<file path="config.mk">
export PLATFORM = sky130hd
export DESIGN_NAME = store_buffer
export DESIGN_NICKNAME = d
export VERILOG_FILES = /design/src/rtl/store_buffer.sv
export SDC_FILE = /design/constraint.sdc
export NUM_CORES = 1
export LEC_CHECK = 0
export ABC_AREA = 1
export CORE_UTILIZATION = 25
export CTS_BUF_LIST = sky130_fd_sc_hd__clkbuf_4 sky130_fd_sc_hd__clkbuf_8 sky130_fd_sc_hd__clkbuf_16
export CTS_CLUSTER_DIAMETER = 150
export DETAILED_ROUTE_END_ITERATION = 8
export DONT_BUFFER_PORTS = 1
export MAX_ROUTING_LAYER = met4
export PLACE_DENSITY = 0.5
export SKIP_CTS_REPAIR_TIMING = 1
export SKIP_LAST_GASP = 1
export SLEW_MARGIN = 15
export SYNTH_ARGS = -nofsm -noshare
export SYNTH_HDL_FRONTEND = slang
export SYNTH_SLANG_ARGS = --single-unit
</file>
<file path="constraint.sdc">
create_clock -name clk -period 8.2 [get_ports clk]
set_clock_uncertainty 0.15 [all_clocks]
set_input_delay 2.05 -clock clk [delete_from_list [all_inputs] [get_ports clk]]
set_output_delay 2.05 -clock clk [all_outputs]
set_load 0.03 [all_outputs]
</file>
<file path="src/rtl/store_buffer.sv">
// Dual-lane store buffer: circular FIFO of pending stores drained one per cycle to memory.
// Optional store-to-load forwarding is enabled by defining STORE_BUFFER_FWD_EN.
module store_buffer #(
  parameter int DEPTH = 4
) (
  input  logic                       clk,
  input  logic                       rst_n,
  input  logic                       StoreEnM1,
  input  logic                       StoreEnM2,
  input  logic [31:0]                AddrM1,
  input  logic [31:0]                AddrM2,
  input  logic [31:0]                WriteDataM1,
  input  logic [31:0]                WriteDataM2,
  input  logic [2:0]                 AddressingControlM1,
  input  logic [2:0]                 AddressingControlM2,
  input  logic                       LoadEnM1,
  input  logic                       LoadEnM2,
  output logic                       StallM,
  output logic                       LoadHitM1,
  output logic                       LoadHitM2,
  output logic                       MemWE,
  output logic [31:0]                MemA,
  output logic [31:0]                MemWD,
  output logic [2:0]                 MemAC,
  input  logic                       MemReady,
  output logic                       Empty,
  output logic [$clog2(DEPTH):0]     Count
`ifdef STORE_BUFFER_FWD_EN
  ,
  output logic                       FwdValidM1,
  output logic                       FwdValidM2,
  output logic [31:0]                FwdDataM1,
  output logic [31:0]                FwdDataM2
`endif
);
  localparam int PW = $clog2(DEPTH);
  localparam int CW = PW + 1;

  logic [PW-1:0] head_q, head_d, tail_q, tail_d, tail1, idx;
  logic [CW-1:0] count_q, count_d, needed, free;
  logic [DEPTH-1:0] valid_q, valid_d;
  logic [31:0] addr_q [DEPTH];
  logic [31:0] data_q [DEPTH];
  logic [2:0]  ac_q   [DEPTH];
  logic accept, retire, hit1, hit2;

  always_comb begin
    needed  = CW'(StoreEnM1) + CW'(StoreEnM2);
    free    = CW'(DEPTH) - count_q;
    accept  = (needed <= free);
    retire  = (count_q != '0) && MemReady;
    tail1   = tail_q + PW'(StoreEnM1);
    head_d  = head_q + PW'(retire);
    tail_d  = accept ? tail_q + PW'(needed) : tail_q;
    count_d = count_q + (accept ? needed : '0) - CW'(retire);
    valid_d = valid_q;
    if (retire) valid_d[head_q] = 1'b0;
    if (accept && StoreEnM1) valid_d[tail_q] = 1'b1;
    if (accept && StoreEnM2) valid_d[tail1] = 1'b1;
  end

  always_ff @(posedge clk) begin
    if (!rst_n) begin
      head_q  <= '0;
      tail_q  <= '0;
      count_q <= '0;
      valid_q <= '0;
    end else begin
      head_q  <= head_d;
      tail_q  <= tail_d;
      count_q <= count_d;
      valid_q <= valid_d;
      if (accept && StoreEnM1) begin
        addr_q[tail_q] <= AddrM1;
        data_q[tail_q] <= WriteDataM1;
        ac_q[tail_q]   <= AddressingControlM1;
      end
      if (accept && StoreEnM2) begin
        addr_q[tail1] <= AddrM2;
        data_q[tail1] <= WriteDataM2;
        ac_q[tail1]   <= AddressingControlM2;
      end
    end
  end

  // Outputs are forced idle while reset is asserted, even before the first reset edge.
  assign MemWE  = rst_n && (count_q != '0);
  assign MemA   = MemWE ? addr_q[head_q] : '0;
  assign MemWD  = MemWE ? data_q[head_q] : '0;
  assign MemAC  = MemWE ? ac_q[head_q]   : '0;
  assign Count  = rst_n ? count_q : '0;
  assign Empty  = (Count == '0);
  assign StallM = rst_n && !accept;

`ifdef STORE_BUFFER_FWD_EN
  logic [2:0]  yac1, yac2;
  logic [31:0] ydat1, ydat2;
  logic        fwd1, fwd2;
`endif

  // Walk entries oldest to youngest so the last match is the youngest store.
  always_comb begin
    hit1 = 1'b0;
    hit2 = 1'b0;
    idx  = '0;
`ifdef STORE_BUFFER_FWD_EN
    yac1 = '0; yac2 = '0; ydat1 = '0; ydat2 = '0;
`endif
    for (int i = 0; i < DEPTH; i++) begin
      idx = head_q + PW'(i);
      if (valid_q[idx] && addr_q[idx][31:2] == AddrM1[31:2]) begin
        hit1 = 1'b1;
`ifdef STORE_BUFFER_FWD_EN
        yac1 = ac_q[idx]; ydat1 = data_q[idx];
`endif
      end
      if (valid_q[idx] && addr_q[idx][31:2] == AddrM2[31:2]) begin
        hit2 = 1'b1;
`ifdef STORE_BUFFER_FWD_EN
        yac2 = ac_q[idx]; ydat2 = data_q[idx];
`endif
      end
    end
    if (StoreEnM1 && AddrM1[31:2] == AddrM2[31:2]) begin
      hit2 = 1'b1;
`ifdef STORE_BUFFER_FWD_EN
      yac2 = AddressingControlM1; ydat2 = WriteDataM1;
`endif
    end
  end

`ifdef STORE_BUFFER_FWD_EN
  assign fwd1       = LoadEnM1 && hit1 && AddressingControlM1 == 3'b010 && yac1 == 3'b010;
  assign fwd2       = LoadEnM2 && hit2 && AddressingControlM2 == 3'b010 && yac2 == 3'b010;
  assign FwdValidM1 = rst_n && fwd1;
  assign FwdValidM2 = rst_n && fwd2;
  assign FwdDataM1  = FwdValidM1 ? ydat1 : '0;
  assign FwdDataM2  = FwdValidM2 ? ydat2 : '0;
  assign LoadHitM1  = rst_n && LoadEnM1 && hit1 && !fwd1;
  assign LoadHitM2  = rst_n && LoadEnM2 && hit2 && !fwd2;
`else
  assign LoadHitM1  = rst_n && LoadEnM1 && hit1;
  assign LoadHitM2  = rst_n && LoadEnM2 && hit2;
`endif
endmodule
</file>
# After elaboration in Yosys (flattened, before gate mapping)
# Memory sizes are Yosys's and may differ from the RTL's. A register that Yosys moved wholly into a read port is not among the register bits.
# Cells that the tools add are included.
op_classes:
  n_addsub: 10
  muxes: 40
  bitwise: 4
  eq_ne: 9
  n_reduce_logical: 24
  n_div: 0
  order_cmp: 10
  multipliers: 0
  shifts: 0
ops:
  columns: ["operator", "count"]
  rows:
  - ["30-bit equality test", 9]
  - ["32-bit 2-to-1 mux", 2]
  - ["1-bit 2-to-1 mux", 22]
  - ["1-bit logical AND", 21]
  - ["2-bit by 3-bit less-than comparator with 1-bit output, second input constant", 6]
  - ["4-bit 2-to-1 mux", 3]
  - ["1-bit binary-select mux with 2-bit select", 4]
  - ["2-bit 2-to-1 mux", 4]
  - ["4-bit OR", 2]
  - ["1-bit demux with 2-bit select", 3]
  - ["2-bit by 1-bit >= comparator with 1-bit output, second input constant", 3]
  - ["3-bit 2-to-1 mux", 2]
  - ["2-bit by 1-bit adder with 2-bit output", 2]
  - ["2-bit adder, second input constant", 2]
  - ["4-bit bitwise AND", 1]
  - ["4-bit NOT", 1]
  - ["3-bit by 2-bit adder with 3-bit output", 1]
  - ["2-bit by 3-bit <= comparator with 1-bit output", 1]
  - ["3-bit logical NOT", 1]
  - ["3-bit nonzero test", 1]
  - ["3-bit by 1-bit subtractor with 3-bit output", 1]
  - ["3-bit subtractor, first input constant", 1]
  - ["1-bit by 1-bit adder with 2-bit output", 1]
  - ["2-bit by 1-bit adder with 2-bit output, second input constant", 1]
  - ["2 further kinds", 2]
word_totals:
  mem_count: 3
  out_inout_bits: 75
  elab_cells: 104
  latch_bits: 0
  ramBits: 268
  in_bits: 141
  register_bits: 11
  mem_bits_ro: 0
mem_list:
  columns: ["memory", "words", "width", "rd", "rd_ports_with_merged_regs", "wr", "line", "rtl"]
  rows:
  - ["addr_q", 4, 32, 4, 1, 2, "42", "logic [31:0] addr_q [DEPTH];"]
  - ["data_q", 4, 32, 1, 1, 2, "43", "logic [31:0] data_q [DEPTH];"]
  - ["ac_q", 4, 3, 1, 1, 2, "44", "logic [2:0] ac_q [DEPTH];"]

# Depth between registers and ports, before layout
# Gate-level depths: netlist of the first run.
depth:
  word_depth: 11
  mapped_depth: 22
  mapped_depth_nobuf: 17

# Worst setup path after synthesis of the first run
# OpenSTA, ideal clock, no wires.
synth_path:
  path_kind: "input to register"
  from: "input StoreEnM1"
  to: "memory ac_q[3][0] (enable)"
  cell_stages: 8
  slack_ps: -599
  required_ps: 7456
  arrival_ps: 8055
  n_path_buf: 0
  setup_time_ps: 594
  cell_sequence: "ha_1 > inv_1 > ha_1 > nand2_1 > and3_1 > inv_2 > nand3_1 > o31ai_1"
synth_rtl:
  columns: ["item", "line", "rtl"]
  rows:
  - ["start, declared", "8", "input logic StoreEnM1,"]
  - ["end, declared", "44", null]

# Final worst setup path of the first run
layout_path:
  from: "register head_q[1]"
  to: "output LoadHitM1"
layout_via:
  elab_chain_cells: 8
  elab_cells_between_ends: 24
  classes_between: "add/sub (3); eq/ne (3); mux (12); reduce/logical (5); memory (1)"
layout_rtl:
  columns: ["item", "line", "rtl"]
  rows:
  - ["start, declared", "39", "logic [PW-1:0] head_q, head_d, tail_q, tail_d, tail1, idx;"]
  - ["start signal, assigned", "64", "head_q <= '0;"]
  - ["start signal, assigned", "69", "head_q <= head_d;"]
  - ["2-bit by 1-bit adder with 2-bit output / 1-bit binary-select mux with 2-bit select (equally long branches)", "110, 111", null]
  - ["memory read 4 x 32 bit, or another cell as far along", null, null]
  - ["30-bit equality test, or another cell as far along", "111", "if (valid_q[idx] && addr_q[idx][31:2] == AddrM1[31:2]) begin"]
  - ["1-bit logical AND / 1-bit 2-to-1 mux (equally long branches)", "111", null]
  - ["1-bit 2-to-1 mux (2 in a row)", "111", null]
  - ["1-bit 2-to-1 mux *", "111", null]
  - ["1-bit logical AND *", "142", "assign LoadHitM1 = rst_n && LoadEnM1 && hit1;"]
  - ["end, declared", "19", "output logic LoadHitM1,"]
# Every way passes the cells marked *; elsewhere a longest branch is shown, timed or not. The select of a mux whose other input is x is not followed.

==> results.json, run 1 <==
{
  "status": "finished, final reports clean",
  "clock-root-buffer": "clkbuf_16",
  "ctsLongestPathBuffers": 3,
  "clkLatencyLatePin_ps": 540,
  "htreeDepth": 2,
  "mostFrequentLayoutCells": "nand2_1 (988), nand3_1 (415), o21ai_0 (334), nor2_1 (296), edfxtp_1 (268)",
  "syn-cell-area_um2": 19900,
  "cp-end-kind": "output port",
  "routabilityCongestion": 1.08,
  "maxCapViolCount": 0,
  "drive_gt1_frac": 0.0377,
  "worstHoldEndpoint": "valid_q[0]",
  "crit_path_max_fanout": 61,
  "period_minus_slack_ps": 6840,
  "crit_type": "flip-flop to output port",
  "ys_seq_elements": 279,
  "grt_pass1_vias": 17800,
  "io_buffers": 0,
  "design_area_um2": 21900,
  "grt_setup_unrepaired": "no",
  "grt.busiest_layer": "met2",
  "hp-class": "flip-flop to flip-flop",
  "syn_nets": 3032,
  "p_per_area_nw_per_um2": 358,
  "rows": 103,
  "worst_pin_slew_ps": 994,
  "fin_total_pwr_mw": 7.85,
  "r2r-start": "count_q[1]",
  "routedWlPerCell_um": 22.7,
  "cts_tree": "yes",
  "setup-violations-final": 0,
  "startpoint_type": "flip-flop",
  "whs_path_depth": 1,
  "pre_cts_slack_ps": 1580,
  "vdd_drop_max_mv": 0.196,
  "die_height_um": 284,
  "finalCritPeriodShare": 0.835,
  "layout_commonest_cell": "nand2_1",
  "grt_use_met1": 0.273,
  "grt_usage": 0.215,
  "hold_path_startpoint": "valid_q[0]",
  "viasPerCell": 5.21,
  "cts_made_buffers": 35,
  "fmax_ghz": 0.146,
  "ant_nets": 0,
  "num_vias": 20000,
  "dp_cells": 3773,
  "die_area_um2": 80800,
  "synthCells": 2875,
  "fp.dieW_um": 284,
  "reg2reg_slack_ps": 3800,
  "antenna_found_initial": 6,
  "grt_first_pass_wirelength_um": 125000,
  "drt-total-wl_um": 87100,
  "worst_hold_slack_ps": 375,
  "ys_seq_area_frac": 0.415,
  "final_util": 0.278,
  "io-pin-count": 216,
  "yosysWarnings": 0,
  "grt_util_met2": 0.331,
  "overflow": 0,
  "cp_data_arrival_time_ps": 4640,
  "nets": 2917,
  "ys_types": 37,
  "regToRegEndpoint": "data_q[0][1]",
  "final_cells": 3844,
  "power.leakage_nw": 9.27,
  "dr.pass1.iters": 8,
  "synth_area_per_cell_um2": 6.92,
  "clk_transition_reported_paths_ps": 60,
  "drt-initial-drc-count": 2639,
  "hold_viol": 0,
  "reg2reg_depth": 13,
  "slew_viol_final": 0,
  "initial_core_util": 0.252,
  "fin_ws_ps": 1360,
  "worst_ep_required_time_ps": 6000,
  "max-slew-margin-rel": 0.331,
  "grt_max_degree": 86,
  "use_met3": 0.0480,
  "detailed_place.area_um2": 20700,
  "drc": 0,
  "hpwl_um": 61400,
  "core_um2": 78900,
  "numClockSinks": 279,
  "setup_tns_ps": 0,
  "syn_to_final_growth_pct": 10.2
}
==> metal layers <==
layer  up-vias  part of all wire
met2       930              0.45
met3       180             0.095
met1      9486              0.41
met4         0             0.043
met5         -                 0
li1       9432                 -
==> logic make-up (layout without fill, tap and decap cells) <==
kind of cell / after synthesis / after routing / synth area share
AO/OA/AOI/OAI: 446 / 446 / 0.115
buffers and inverters: 308 / 220 / 0.0639
AND/OR/NAND/NOR: 1758 / 1758 / 0.366
flip-flops: 279 / 279 / 0.415
XOR/XNOR: 68 / 68 / 0.0299
adder cells (fa/ha/maj): 16 / 16 / 0.0104
other: 0 / 7 / 0
==> worst max-delay path by stage <==
stage              start         end  cells past startpoint
2_1_floorplan  StoreEnM1  ac_q[3][0]                      8
3_3_place_gp       rst_n   MemWD[28]                      5
3_5_place_dp       rst_n   MemWD[27]                      5
4_1_cts        head_q[1]   LoadHitM1                     15
5_1_grt        head_q[1]   LoadHitM1                     15
6_report       head_q[1]   LoadHitM1                     15
==> area by class of cell <==
class                   count  area [um^2]
diodes                      7         17.5
clock buffers              43          942
clock inverters            21          226
fillers                  8676        56900
inverters                 134          512
multi-input cells        2288        10400
flip-flops and latches    279         8280
well taps                1050         1310
repair buffers             22          203
==> critical path: stages (launching register included) <==
cell and delay, ps:
dfxtp_4 800, inv_4 340, ha_2 450, buf_4 630, nand3_1 210, nand2_1 180
o21ai_0 100, nor2_1 230, nand2_1 80, nor2_1 230, nand2_1 90, inv_1 70
nand2_1 50, nand2_1 50, nor2_1 30, nor2_1 540
==> cell usage after synthesis, drive strengths merged <==
cell type	instances	area share
nor2	297	0.056
nor4	6	0.0019
o22ai	20	0.0063
o31ai	2	0.00075
fa	1	0.0010
a221oi	1	0.00044
nand3	419	0.11
xnor2	4	0.0018
o211ai	1	0.00038
nand2	990	0.19
and3	1	0.00031
nor3b	1	0.00038
nand4	39	0.012
clkinv	4	0.00075
buf	79	0.021
ha	15	0.0094
inv	130	0.025
o21bai	1	0.00038
nor4b	1	0.00044
xor2	64	0.028
clkbuf	95	0.018
nor3	1	0.00025
nand3b	1	0.00038
or2	2	0.00063
a21oi	45	0.011
edfxtp	268	0.40
dfxtp	11	0.011
a31o	4	0.0018
o21ai	372	0.094
==> sequential cells by signal (all words and copies together) (netlist names) <==
name / count
head_q: 2
addr_q: 128
ac_q: 12
valid_q: 4
tail_q: 2
count_q: 3
data_q: 128
==> where the power goes <==
group | internal [mW] | total (mW) | switching (mW) | leakage, nW
combinational | 0.975 | 4.14 | 3.16 | 6.15
clock | 0.924 | 1.60 | 0.673 | 0.574
sequential | 1.96 | 2.12 | 0.153 | 2.55
total | 3.86 | 7.85 | 3.99 | 9.27
Note: power is estimated with default switching activity, not from simulation.
==> inputs of run 2 (changes only) <==
--- a/config.mk
+++ b/config.mk
@@ -12,7 +12,7 @@
 export DETAILED_ROUTE_END_ITERATION = 8
 export DONT_BUFFER_PORTS = 1
 export MAX_ROUTING_LAYER = met4
-export PLACE_DENSITY = 0.5
+export PLACE_DENSITY = 0.48
 export SKIP_CTS_REPAIR_TIMING = 1
 export SKIP_LAST_GASP = 1
 export SLEW_MARGIN = 15
==> constraint.sdc (replaced) <==
create_clock -name clk -period 6.4 [get_ports clk]
set_clock_uncertainty 0.15 [all_clocks]
set_input_delay 1.6 -clock clk [delete_from_list [all_inputs] [get_ports clk]]
set_output_delay 1.6 -clock clk [all_outputs]
set_load 0.03 [all_outputs]
==> run 2 against run 1 <==
Against the previous run:
- sequential power rose by 25%
- largest cell class unchanged
- utilization grew 0.78 points
- cell area grew 2.8%
- die area unchanged
- global-route usage is 0.36 points higher
- largest power group unchanged
==> results.json, run 2 (synthesis results as in run 1) <==
{
  "status": "finished, final reports clean",
  "worst_ep_required_time_ps": 4650,
  "clock-root-buffer": "clkbuf_16",
  "io-pin-count": 216,
  "fin_ws_ps": 671,
  "r2r-start": "count_q[0]",
  "cp_data_arrival_time_ps": 3980,
  "drt-initial-drc-count": 2205,
  "grt_setup_unrepaired": "no",
  "initial_core_util": 0.252,
  "grt_use_met1": 0.281,
  "drive_gt1_frac": 0.0619,
  "worst_pin_slew_ps": 1070,
  "hp-class": "flip-flop to flip-flop",
  "routedWlPerCell_um": 22.6,
  "cp-end-kind": "output port",
  "die_height_um": 284,
  "syn_to_final_growth_pct": 13.3,
  "routabilityCongestion": 1.09,
  "hold_viol": 0,
  "fp.dieW_um": 284,
  "drc": 0,
  "num_vias": 19900,
  "numClockSinks": 279,
  "viasPerCell": 5.10,
  "top_regs": "addr_q (128), data_q (128), ac_q (12)",
  "hpwl_um": 63200,
  "cts_tree": "yes",
  "nets": 2990,
  "slew_viol_final": 0,
  "p_per_area_nw_per_um2": 461,
  "layout_commonest_cell": "nand2_1",
  "crit_type": "flip-flop to output port",
  "grt.busiest_layer": "met2",
  "max-slew-margin-rel": 0.285,
  "clkLatencyLatePin_ps": 570,
  "final_util": 0.286,
  "rows": 103,
  "grt_pass1_vias": 18300,
  "io_buffers": 0,
  "use_met3": 0.0390,
  "ctsLongestPathBuffers": 3,
  "fmax_ghz": 0.175,
  "grt_usage": 0.218,
  "dr.pass1.iters": 9,
  "pre_cts_slack_ps": 1260,
  "startpoint_type": "flip-flop",
  "finalCritPeriodShare": 0.895,
  "fill_cells": 8708,
  "grt_first_pass_wirelength_um": 127000,
  "grt_util_met2": 0.345,
  "setup-violations-final": 0,
  "mostFrequentLayoutCells": "nand2_1 (988), nand3_1 (415), o21ai_0 (334), nor2_1 (296), edfxtp_1 (268)",
  "maxCapViolCount": 0,
  "overflow": 0,
  "period_minus_slack_ps": 5730,
  "cts_made_buffers": 36,
  "htreeDepth": 2,
  "vdd_drop_max_mv": 0.292,
  "core_um2": 78900,
  "clk_transition_reported_paths_ps": 60,
  "hold_path_startpoint": "valid_q[0]",
  "die_area_um2": 80800,
  "power.leakage_nw": 9.67,
  "grt_max_degree": 202,
  "drt-total-wl_um": 88300,
  "crit_path_start": "head_q[1]",
  "ant_nets": 0,
  "crit_path_max_fanout": 60,
  "antenna_found_initial": 5
}
## run 2: cell count changes in the layout (fill, tap and decap cells not counted), sizes merged
cell	previous run	this run
diode	7	5
buf	22	94
clkbuf	43	41
clkinvlp	3	4
clkinv	19	20
## run 2: path summary, 6_finish.rpt
path              endpoint  slack (ps)  cells after the start
max              LoadHitM2         670                     14
min             valid_q[0]         380                      1
max reg2reg  data_q[0][28]        2400                     13
min reg2reg     valid_q[0]         380                      1
## run 2: report_power, final
part           leakage, nW  internal [mW]  switching, mW
Sequential            2.55           2.52          0.144
Combinational         6.55           1.45           4.19
Clock                0.584           1.21          0.887
## run 2: metal layers
layer  share of wire  vias to the layer above  wire [um]
li1                -                     9587          -
met1            0.42                     9387      37500
met2            0.47                      826      41200
met3           0.079                      144       6940
met4           0.030                        0       2690
met5               0                        -          0
## run 2: area by class of cell
class / count / area (um^2) / share of cell area
clock buffers: 41 / 962 / 0.0427
flip-flops and latches: 279 / 8280 / 0.367
well taps: 1050 / 1310 / 0.0583
repair buffers: 94 / 793 / 0.0352
diodes: 5 / 12.5 / 0.000555
multi-input cells: 2288 / 10400 / 0.463
clock inverters: 23 / 235 / 0.0104
inverters: 134 / 512 / 0.0227
## run 2: critical path, stage by stage (launching register included)
cell and delay [ps]:
dfxtp_4 360, buf_4 510, buf_4 750, nand3_1 200, nand2_1 300, nand2_1 190
nand4_1 230, nor2_1 70, nand2_1 140, nor2_1 70, nand2_1 60, nand3_1 70
nor2_1 190, nor2_1 70, buf_4 170
## run 2: through the flow
step | std cells | setup TNS [ps] | hold WS (ps) | area (um^2) | total power, mW
after detailed placement | 3845 | 0 | 359 | 21300 | 8.23
final | 3914 | 0 | 376 | 22500 | 10.4
after floorplan | 2875 | -264790 | 335 | 19900 | 6.29
after CTS | 3909 | 0 | 373 | 22500 | 10.3
after global routing | 3914 | 0 | 400 | 22500 | 11.0
after global placement | 3845 | 0 | 354 | 21300 | 8.24
